## config.mk

```make
export PLATFORM = sky130hd
export DESIGN_NAME = di_queue_flat
export DESIGN_NICKNAME = d
export VERILOG_FILES = /design/src/rtl/di_queue_if.sv /design/src/rtl/di_queue.sv /design/src/flat_wrapper.sv
export SDC_FILE = /design/constraint.sdc
export NUM_CORES = 1
export LEC_CHECK = 0
export CORE_ASPECT_RATIO = 1.5
export CORE_MARGIN = 2
export CORE_UTILIZATION = 23
export CTS_BUF_LIST = sky130_fd_sc_hd__clkbuf_16
export DETAILED_ROUTE_END_ITERATION = 12
export PLACE_DENSITY_LB_ADDON = 0.08
export SLEW_MARGIN = 25
export SYNTH_ARGS = -nofsm -noshare
export SYNTH_HDL_FRONTEND = slang
export SYNTH_SLANG_ARGS = --single-unit
```

## constraint.sdc

```tcl
create_clock -name clk -period 2.5 [get_ports clk]
set_input_delay 0.375 -clock clk [delete_from_list [all_inputs] [get_ports clk]]
set_output_delay 0.375 -clock clk [all_outputs]
set_load 0.005 [all_outputs]
```

## src/rtl/di_queue_if.sv

```systemverilog
// Decoded-instruction type and the decoder-to-dispatch handshake interface of di_queue.
package C;
  typedef struct packed {
    logic [7:0]  id;
    logic        fault;
    logic [22:0] payload;
  } di_t;
endpackage

interface di_queue_if;
  C::di_t di_i;
  logic   valid_i;
  logic   ready_o;
  C::di_t di_o;
  logic   valid_o;
  logic   ready_i;

  modport slave  (input di_i, valid_i, ready_i, output ready_o, di_o, valid_o);
  modport master (output di_i, valid_i, ready_i, input ready_o, di_o, valid_o);
endinterface

```

## src/rtl/di_queue.sv

```systemverilog
// FIFO of decoded instructions between the decoder and dispatch.
// Intake locks after a faulting instruction until flush.
module di_queue #(
  parameter int DEPTH = 4
) (
  input  logic                     clk,
  input  logic                     rstn,
  input  logic                     flush_i,
  di_queue_if.slave                q,
  output logic [$clog2(DEPTH):0]   count_o,
  output logic                     fault_lock_o
);
  localparam int AW = $clog2(DEPTH);
  localparam int CW = AW + 1;

  C::di_t          mem [DEPTH];
  logic [AW-1:0]   wr_ptr, rd_ptr;
  logic            push, pop;

  // ready_o ignores ready_i: a full queue never accepts, even while popping
  assign q.ready_o = (count_o != CW'(DEPTH)) && !fault_lock_o && !flush_i;
  assign q.valid_o = (count_o != '0);
  assign q.di_o    = rstn ? mem[rd_ptr] : '0;

  assign push = q.valid_i && q.ready_o;
  assign pop  = q.valid_o && q.ready_i;

  always_ff @(posedge clk or negedge rstn) begin
    if (!rstn) begin
      wr_ptr       <= '0;
      rd_ptr       <= '0;
      count_o      <= '0;
      fault_lock_o <= 1'b0;
    end else if (flush_i) begin
      wr_ptr       <= '0;
      rd_ptr       <= '0;
      count_o      <= '0;
      fault_lock_o <= 1'b0;
    end else begin
      if (push) wr_ptr <= wr_ptr + AW'(1);
      if (pop)  rd_ptr <= rd_ptr + AW'(1);
      case ({push, pop})
        2'b10:   count_o <= count_o + CW'(1);
        2'b01:   count_o <= count_o - CW'(1);
        default: count_o <= count_o;
      endcase
      if (push && q.di_i.fault) fault_lock_o <= 1'b1;
    end
  end

  // storage is deliberately left unreset
  always_ff @(posedge clk) begin
    if (push) mem[wr_ptr] <= q.di_i;
  end
endmodule

```

## src/flat_wrapper.sv

```systemverilog
// flat-port wrapper written by rule: the top's interface ports become plain ports
module di_queue_flat 
#(
  parameter int DEPTH = 4
)
  (clk, rstn, flush_i, count_o, fault_lock_o, q_di_i, q_valid_i, q_ready_i, q_ready_o, q_di_o, q_valid_o);
  di_queue_if q_i ();
  input  logic clk;
  input  logic rstn;
  input  logic flush_i;
  output logic [$clog2(DEPTH):0] count_o;
  output logic fault_lock_o;
  input wire logic [$bits(q_i.di_i)-1:0] q_di_i;
  input wire logic [$bits(q_i.valid_i)-1:0] q_valid_i;
  input wire logic [$bits(q_i.ready_i)-1:0] q_ready_i;
  output wire logic [$bits(q_i.ready_o)-1:0] q_ready_o;
  output wire logic [$bits(q_i.di_o)-1:0] q_di_o;
  output wire logic [$bits(q_i.valid_o)-1:0] q_valid_o;
  assign q_i.di_i = q_di_i;
  assign q_i.valid_i = q_valid_i;
  assign q_i.ready_i = q_ready_i;
  assign q_ready_o = q_i.ready_o;
  assign q_di_o = q_i.di_o;
  assign q_valid_o = q_i.valid_o;
  di_queue #(.DEPTH(DEPTH)) u_core (.clk(clk), .rstn(rstn), .flush_i(flush_i), .q(q_i), .count_o(count_o), .fault_lock_o(fault_lock_o));
endmodule
```

### Word level (Yosys, flattened, before mapping)

Memories as Yosys holds them, arrays and structs flattened.
Index checks and enable logic that the tools add are counted.

| operators by class | value |
|---|---|
| multiplexer cells | 11 |
| add/subtract/negate cells | 4 |
| equality and inequality tests | 3 |
| reductions and logical operators | 12 |

Operator list:

| cell | number |
|---|---|
| 32-bit two-way mux | 1 |
| 2-bit two-way mux | 4 |
| 3-bit one-hot mux with 2 select lines | 1 |
| 2-bit nonzero test | 3 |
| 3-bit nonzero test | 2 |
| 1-bit logical AND | 5 |
| 2-bit by 1-bit adder with 2-bit output, second input constant | 2 |
| 1-bit two-way mux | 4 |
| 3-bit by 1-bit adder with 3-bit output, second input constant | 1 |
| 3-bit two-way mux | 1 |
| 3-bit inequality test, second input constant | 1 |
| 3-bit by 1-bit subtractor with 3-bit output, second input constant | 1 |
| 2-bit by 1-bit equality test with 1-bit output, second input constant | 1 |
| 2-bit equality test, second input constant | 1 |
| 1-bit logical NOT | 2 |

| word-level totals | value |
|---|---|
| output and inout bits | 38 |
| memories | 1 |
| word-level logic and storage cells | 35 |
| register bits after elaboration | 8 |
| bits in writable memories | 128 |
| input port bits | 37 |

Memories:

| name | words | width | rd ports | clocked after Yosys merged registers in | write ports | line | text |
|---|---|---|---|---|---|---|---|
| u_core.mem | 4 | 32 | 1 | 0 | 1 | di_queue.sv:16 | `C::di_t mem [DEPTH];` |

### Depth between registers and ports, before layout

| depth | value |
|---|---|
| depth in word-level cells | 7 |
| depth in mapped cells | 6 |
| mapped depth without buffers | 5 |

### Worst setup path after synthesis

OpenSTA, ideal clock, no wires.

| timing path | value |
|---|---|
| path type | register to register |
| from | register u_core.count_o[1] |
| to | register u_core.count_o[2] |
| slack | 0.430 ns |
| setup time | 0.125 ns |
| cell stages (with the launch flop) | 7 |
| data arrival time | 1.945 ns |
| path buffers | 1 |
| clock period less this slack | 2.070 ns |
| data required time | 2.375 ns |
| cell sequence | dfrtp_1 > or3b_1 > buf_2 > a21oi_4 > fa_1 > mux2i_4 > mux2_4 |

| between the ends | value |
|---|---|
| longest elaborated chain between the ends | 7 |
| elaborated cells between the ends (all ways) | 13 |
| classes of those cells | 2 x add/sub; 3 x eq/ne; 2 x mux; 6 x reduce/logical |

Ends and longest elaborated chain:

| element | line | text |
|---|---|---|
| start: declaration | di_queue.sv:10 | `output logic [$clog2(DEPTH):0] count_o,` |
| start signal: assignment | di_queue.sv:43 | `2'b10: count_o <= count_o + CW'(1);` |
| start signal: assignment | di_queue.sv:44 | `2'b01: count_o <= count_o - CW'(1);` |
| start signal: assignment | di_queue.sv:45 | `default: count_o <= count_o;` |
| 3-bit inequality test | di_queue.sv:21 | `assign q.ready_o = (count_o != CW'(DEPTH)) && !fault_lock_o && !flush_i;` |
| 1-bit logical AND (2 in a row) | di_queue.sv:21 |  |
| 1-bit logical AND | di_queue.sv:25 | `assign push = q.valid_i && q.ready_o;` |
| 2-bit by 1-bit equality test with 1-bit output or 2-bit equality test (tied branches) | di_queue.sv:42 | `case ({push, pop})` |
| 3-bit one-hot mux with 2 select lines | di_queue.sv:42 |  |
| 3-bit two-way mux | di_queue.sv:34 | `end else if (flush_i) begin` |

Parallel ways exist; a longest one is shown, timed or not.
A chain may end at the register's enable or synchronous reset.

### Worst setup path in the final report

| timing path | value |
|---|---|
| from | register u_core.rd_ptr[0] |
| to | output port q_di_o[26] |

| between the ends | value |
|---|---|
| longest elaborated chain between the ends | 2 |

Ends and longest elaborated chain:

| element | line | text |
|---|---|---|
| start: declaration | di_queue.sv:17 | `logic [AW-1:0] wr_ptr, rd_ptr;` |
| start signal: assignment | di_queue.sv:41 | `if (pop) rd_ptr <= rd_ptr + AW'(1);` |
| memory 4 x 32 bit | n/a |  |
| 32-bit two-way mux | di_queue.sv:23 | `assign q.di_o = rstn ? mem[rd_ptr] : '0;` |
| end: declaration | flat_wrapper.sv:17 | `output wire logic [$bits(q_i.di_o)-1:0] q_di_o;` |

Every way passes these cells.

==> impl_results.md <==
* Clk_lat worst skew at slightly above 0.4 ns
* Part of the power in registers at 0.371
* Pre-Repair DR Iteration Count at 4
* Final hold vios at 0
* Endpoints failing setup at 0
* Sw Share at 0.234
* #FFs+latches synth at ~140
* Mapped Cells at 255
* Critical Path Max Stage Delay at 0.42 ns
* Fin crit period at 2.42 ns
* DP Area at 0.00665 mm2
* Final Cell Area at between 0.007 and 0.008 mm2
* Setup total negative slack at 0 ns
* Top post-synthesis cells by area: edfxtp_1 (72%), mux4_2 (13%), and2_1 (3.8%)
* NumNets Final at around 400
* Layout fillers at between 2k and 2.5k
* Worst slew pin tran at 0.480 ns
* Area growth syn-to-layout at 39.7%
* Worst Path Buf+Inv at 4
* CTS buffer count at 17
* CP delay by family, top: buffers and inverters
* Row count at 68
* Mapped cell area at between 0.005 and 0.006 mm2
* Crit end category: output pin
* Power consumption at 7450 uW
* Largest net degree at the start of global routing at 41
* H-tree Lvls at 4
* RePlAce Congestion at approximately 0.67
* Io pins at 75
* Share of cells above drive strength 1 at 0.290
* Clock root buffer: clkbuf_16
* Core ar. at ~0.023 mm2
* CTS sink count at 136
* Port bufs at between 70 and 80
* Post-route core utilization at 0.326
* Ys Warns at 0
* Die area at ~0.025 mm2
* Max-slew violation count at 0
* CTS clock-pin slew for the worst setup and hold paths at 0.06 ns
* Final Cycle Share at 0.969
* Seq/Total Area, Yosys at 0.754
* Area leader, netlist: edfxtp_1
* TritonCTS clock tree: done
* Maxcap violations at 0
* Reg2reg start: u_core.count_o[1]
* Final WS setup at 0.0767 ns
* Status: finished, final reports clean
* FMAX at 413 MHz
* CP Max Fanout at 4
* CP Class: flop to output pin
* Vias in the first global route at around 3.0k
* Pwr Density at 994 mW/mm2
* Critical Path Start: u_core.rd_ptr[0]
* Crit-path cells: buf_6 -> buf_16 -> buf_4 -> mux4_2 -> and2_4 -> dlygate4sd2_1
* Antenna Cells at 0
* GRT Util Overall at 0.107
* Vias/cell at 4.15
* Final global-route overflow total at 0
* Initial Util at 0.233
* First-pass GRT wire length at 18,700 um
* Die X at 129 um
* Worst EP required at 2.12 ns
* Worst min path class: input pin to async pin
* Leakage at 0.00260 uW
* Routed vias at 2,737
* Relative slew slack at 0.678
* Synth top area share at 0.717
* CP arrival at 2.05 ns
* DRT iter0 DRCs at 202
* Placement Setup Slack at 0.162 ns
* Clock Power Share at 0.372
* Syn avg cell area at 21.0 um2
* Hpwl dp at 7370 um
* Post-synthesis net count at 297
* Post-Route Skew at 0.00546 ns
* Routed WL per cell at between 15 and 20 um
* Post-synth cell types at 30
* Switching power at about 1700 uW
* Slowest stage cell, crit path: dfrtp_2
* Initial antenna violation count at 0
* # DRC at 0
* Bufs on Longest Clock Path at 2
* Int Power at 5710 uW
* Worst vdd ir at 0.431 mV
* Power share of the combinational group at 0.257
* Die Y at 191 um
* DRT antenna net count at 0
* Drt total wl at 12,300 um
* Critical Path Start Type: flop
-- area by class of cell --
| cell class | count | area, um2 | area share |
|---|---|---|---|
| clock buffers | 17 | 425 | 0.0568 |
| inverters | 3 | 11.3 | 0.00150 |
| clock inverters | 15 | 234 | 0.0312 |
| well taps | 280 | 350 | 0.0468 |
| repair buffers | 105 | 1150 | 0.154 |
| flip-flops and latches | 136 | 4050 | 0.540 |
| multi-input cells | 103 | 1270 | 0.169 |
-- through the flow --
step,instances,hold slack [ns]
CTS,656,0.454
global placement,613,0.364
detailed placement,613,0.366
floorplan,255,0.0794
finish,659,0.461
global route,659,0.463
-- synth_stat cells --
cell type,instances
xor2_1,2
o31ai_2,1
edfxtp_1,128
buf_2,6
fa_1,1
nor2_1,4
ha_1,4
nor3b_2,1
nand3_1,1
a21o_1,1
o31ai_1,1
nand2_1,2
nor3_1,2
and3_1,4
nand2b_1,2
mux4_2,32
mux2_4,1
mux2i_1,1
or3b_1,1
o21ai_0,2
a21oi_4,1
dfrtp_1,8
clkbuf_1,7
mux2i_4,1
nor3b_1,2
inv_1,3
or3_1,1
and3_4,1
and2_1,33
nor2b_1,1
-- cells by family (layout without fill, tap and decap cells) --
group           after synthesis  count (layout)  synth area share
flops                       136             136             0.754
compound gates                6               6            0.0100
buf+inv                      16             140            0.0126
xor+xnor                      2               2           0.00327
fa+ha+maj                     5               5            0.0131
mux                          35              35             0.143
simple gates                 55              55            0.0637
-- what timing repair did --
action	in CTS	in global routing
cloned	3	0
endpoints found under the hold margin	8	0
gates resized for setup	43	4
endpoints found under the setup margin	31	4
pin swaps	0	1
buffers inserted	7	3
hold buffers	1	0
-- routing by layer --
| metal | track usage | part of all wire | vias up |
|---|---|---|---|
| met3 | 0.0252 | 0.042 | 11 |
| met2 | 0.187 | 0.54 | 65 |
| li1 | - | - | 1238 |
| met1 | 0.124 | 0.40 | 1423 |
| met4 | 0.0464 | 0.017 | 0 |
| met5 | 0 | 0 | - |
-- worst register-to-register path: cells and delay by family, from the launching register on --
kind / cells / cell delay (ns)
adders and majority gates: 1 / 0.44
AOI/OAI and AO/OA: 2 / 0.61
muxes: 2 / 0.51
DFF: 1 / 0.47
-- layout by cell type (no fill, tap or decap), drive strengths merged, types with 3 or more instances in the layout --
master,instances
nor2,4
bufinv,6
clkinv,5
and2,33
mux4,32
clkbuf,18
clkdlybuf4s50,41
and3,5
buf,31
ha,4
edfxtp,128
nor3b,3
inv,5
dfrtp,8
dlygate4sd2,30
-- power groups by stage --
| stage | registers, uW | clock network, uW | logic, uW |
|---|---|---|---|
| after floorplan | 2780 | 0 | 926 |
| after global placement | 2820 | 0 | 1660 |
| after detailed placement | 2820 | 0 | 1660 |
| after CTS | 2770 | 2850 | 1920 |
| after global routing | 2780 | 2940 | 2090 |
| final | 2760 | 2770 | 1920 |
-- registers in the layout (all words and copies together) (netlist names) --
name and count:
u_core.count_o 3, u_core.fault_lock_o 1, u_core.rd_ptr 2, u_core.wr_ptr 2, u_core.mem 128
-- path summary, 6_finish.rpt --
kind,end,slack [ns],depth (start not counted)
setup reg to reg,u_core.count_o[2],0.36,5
setup / recovery,q_di_o[26],0.08,6
hold / removal,u_core.count_o[2],0.46,3
max in group asynchronous,u_core.rd_ptr[0],1.83,3
min in group clk,u_core.rd_ptr[1],0.58,2
hold reg to reg,u_core.rd_ptr[1],0.58,2
Power figures use the tool's default switching activity.
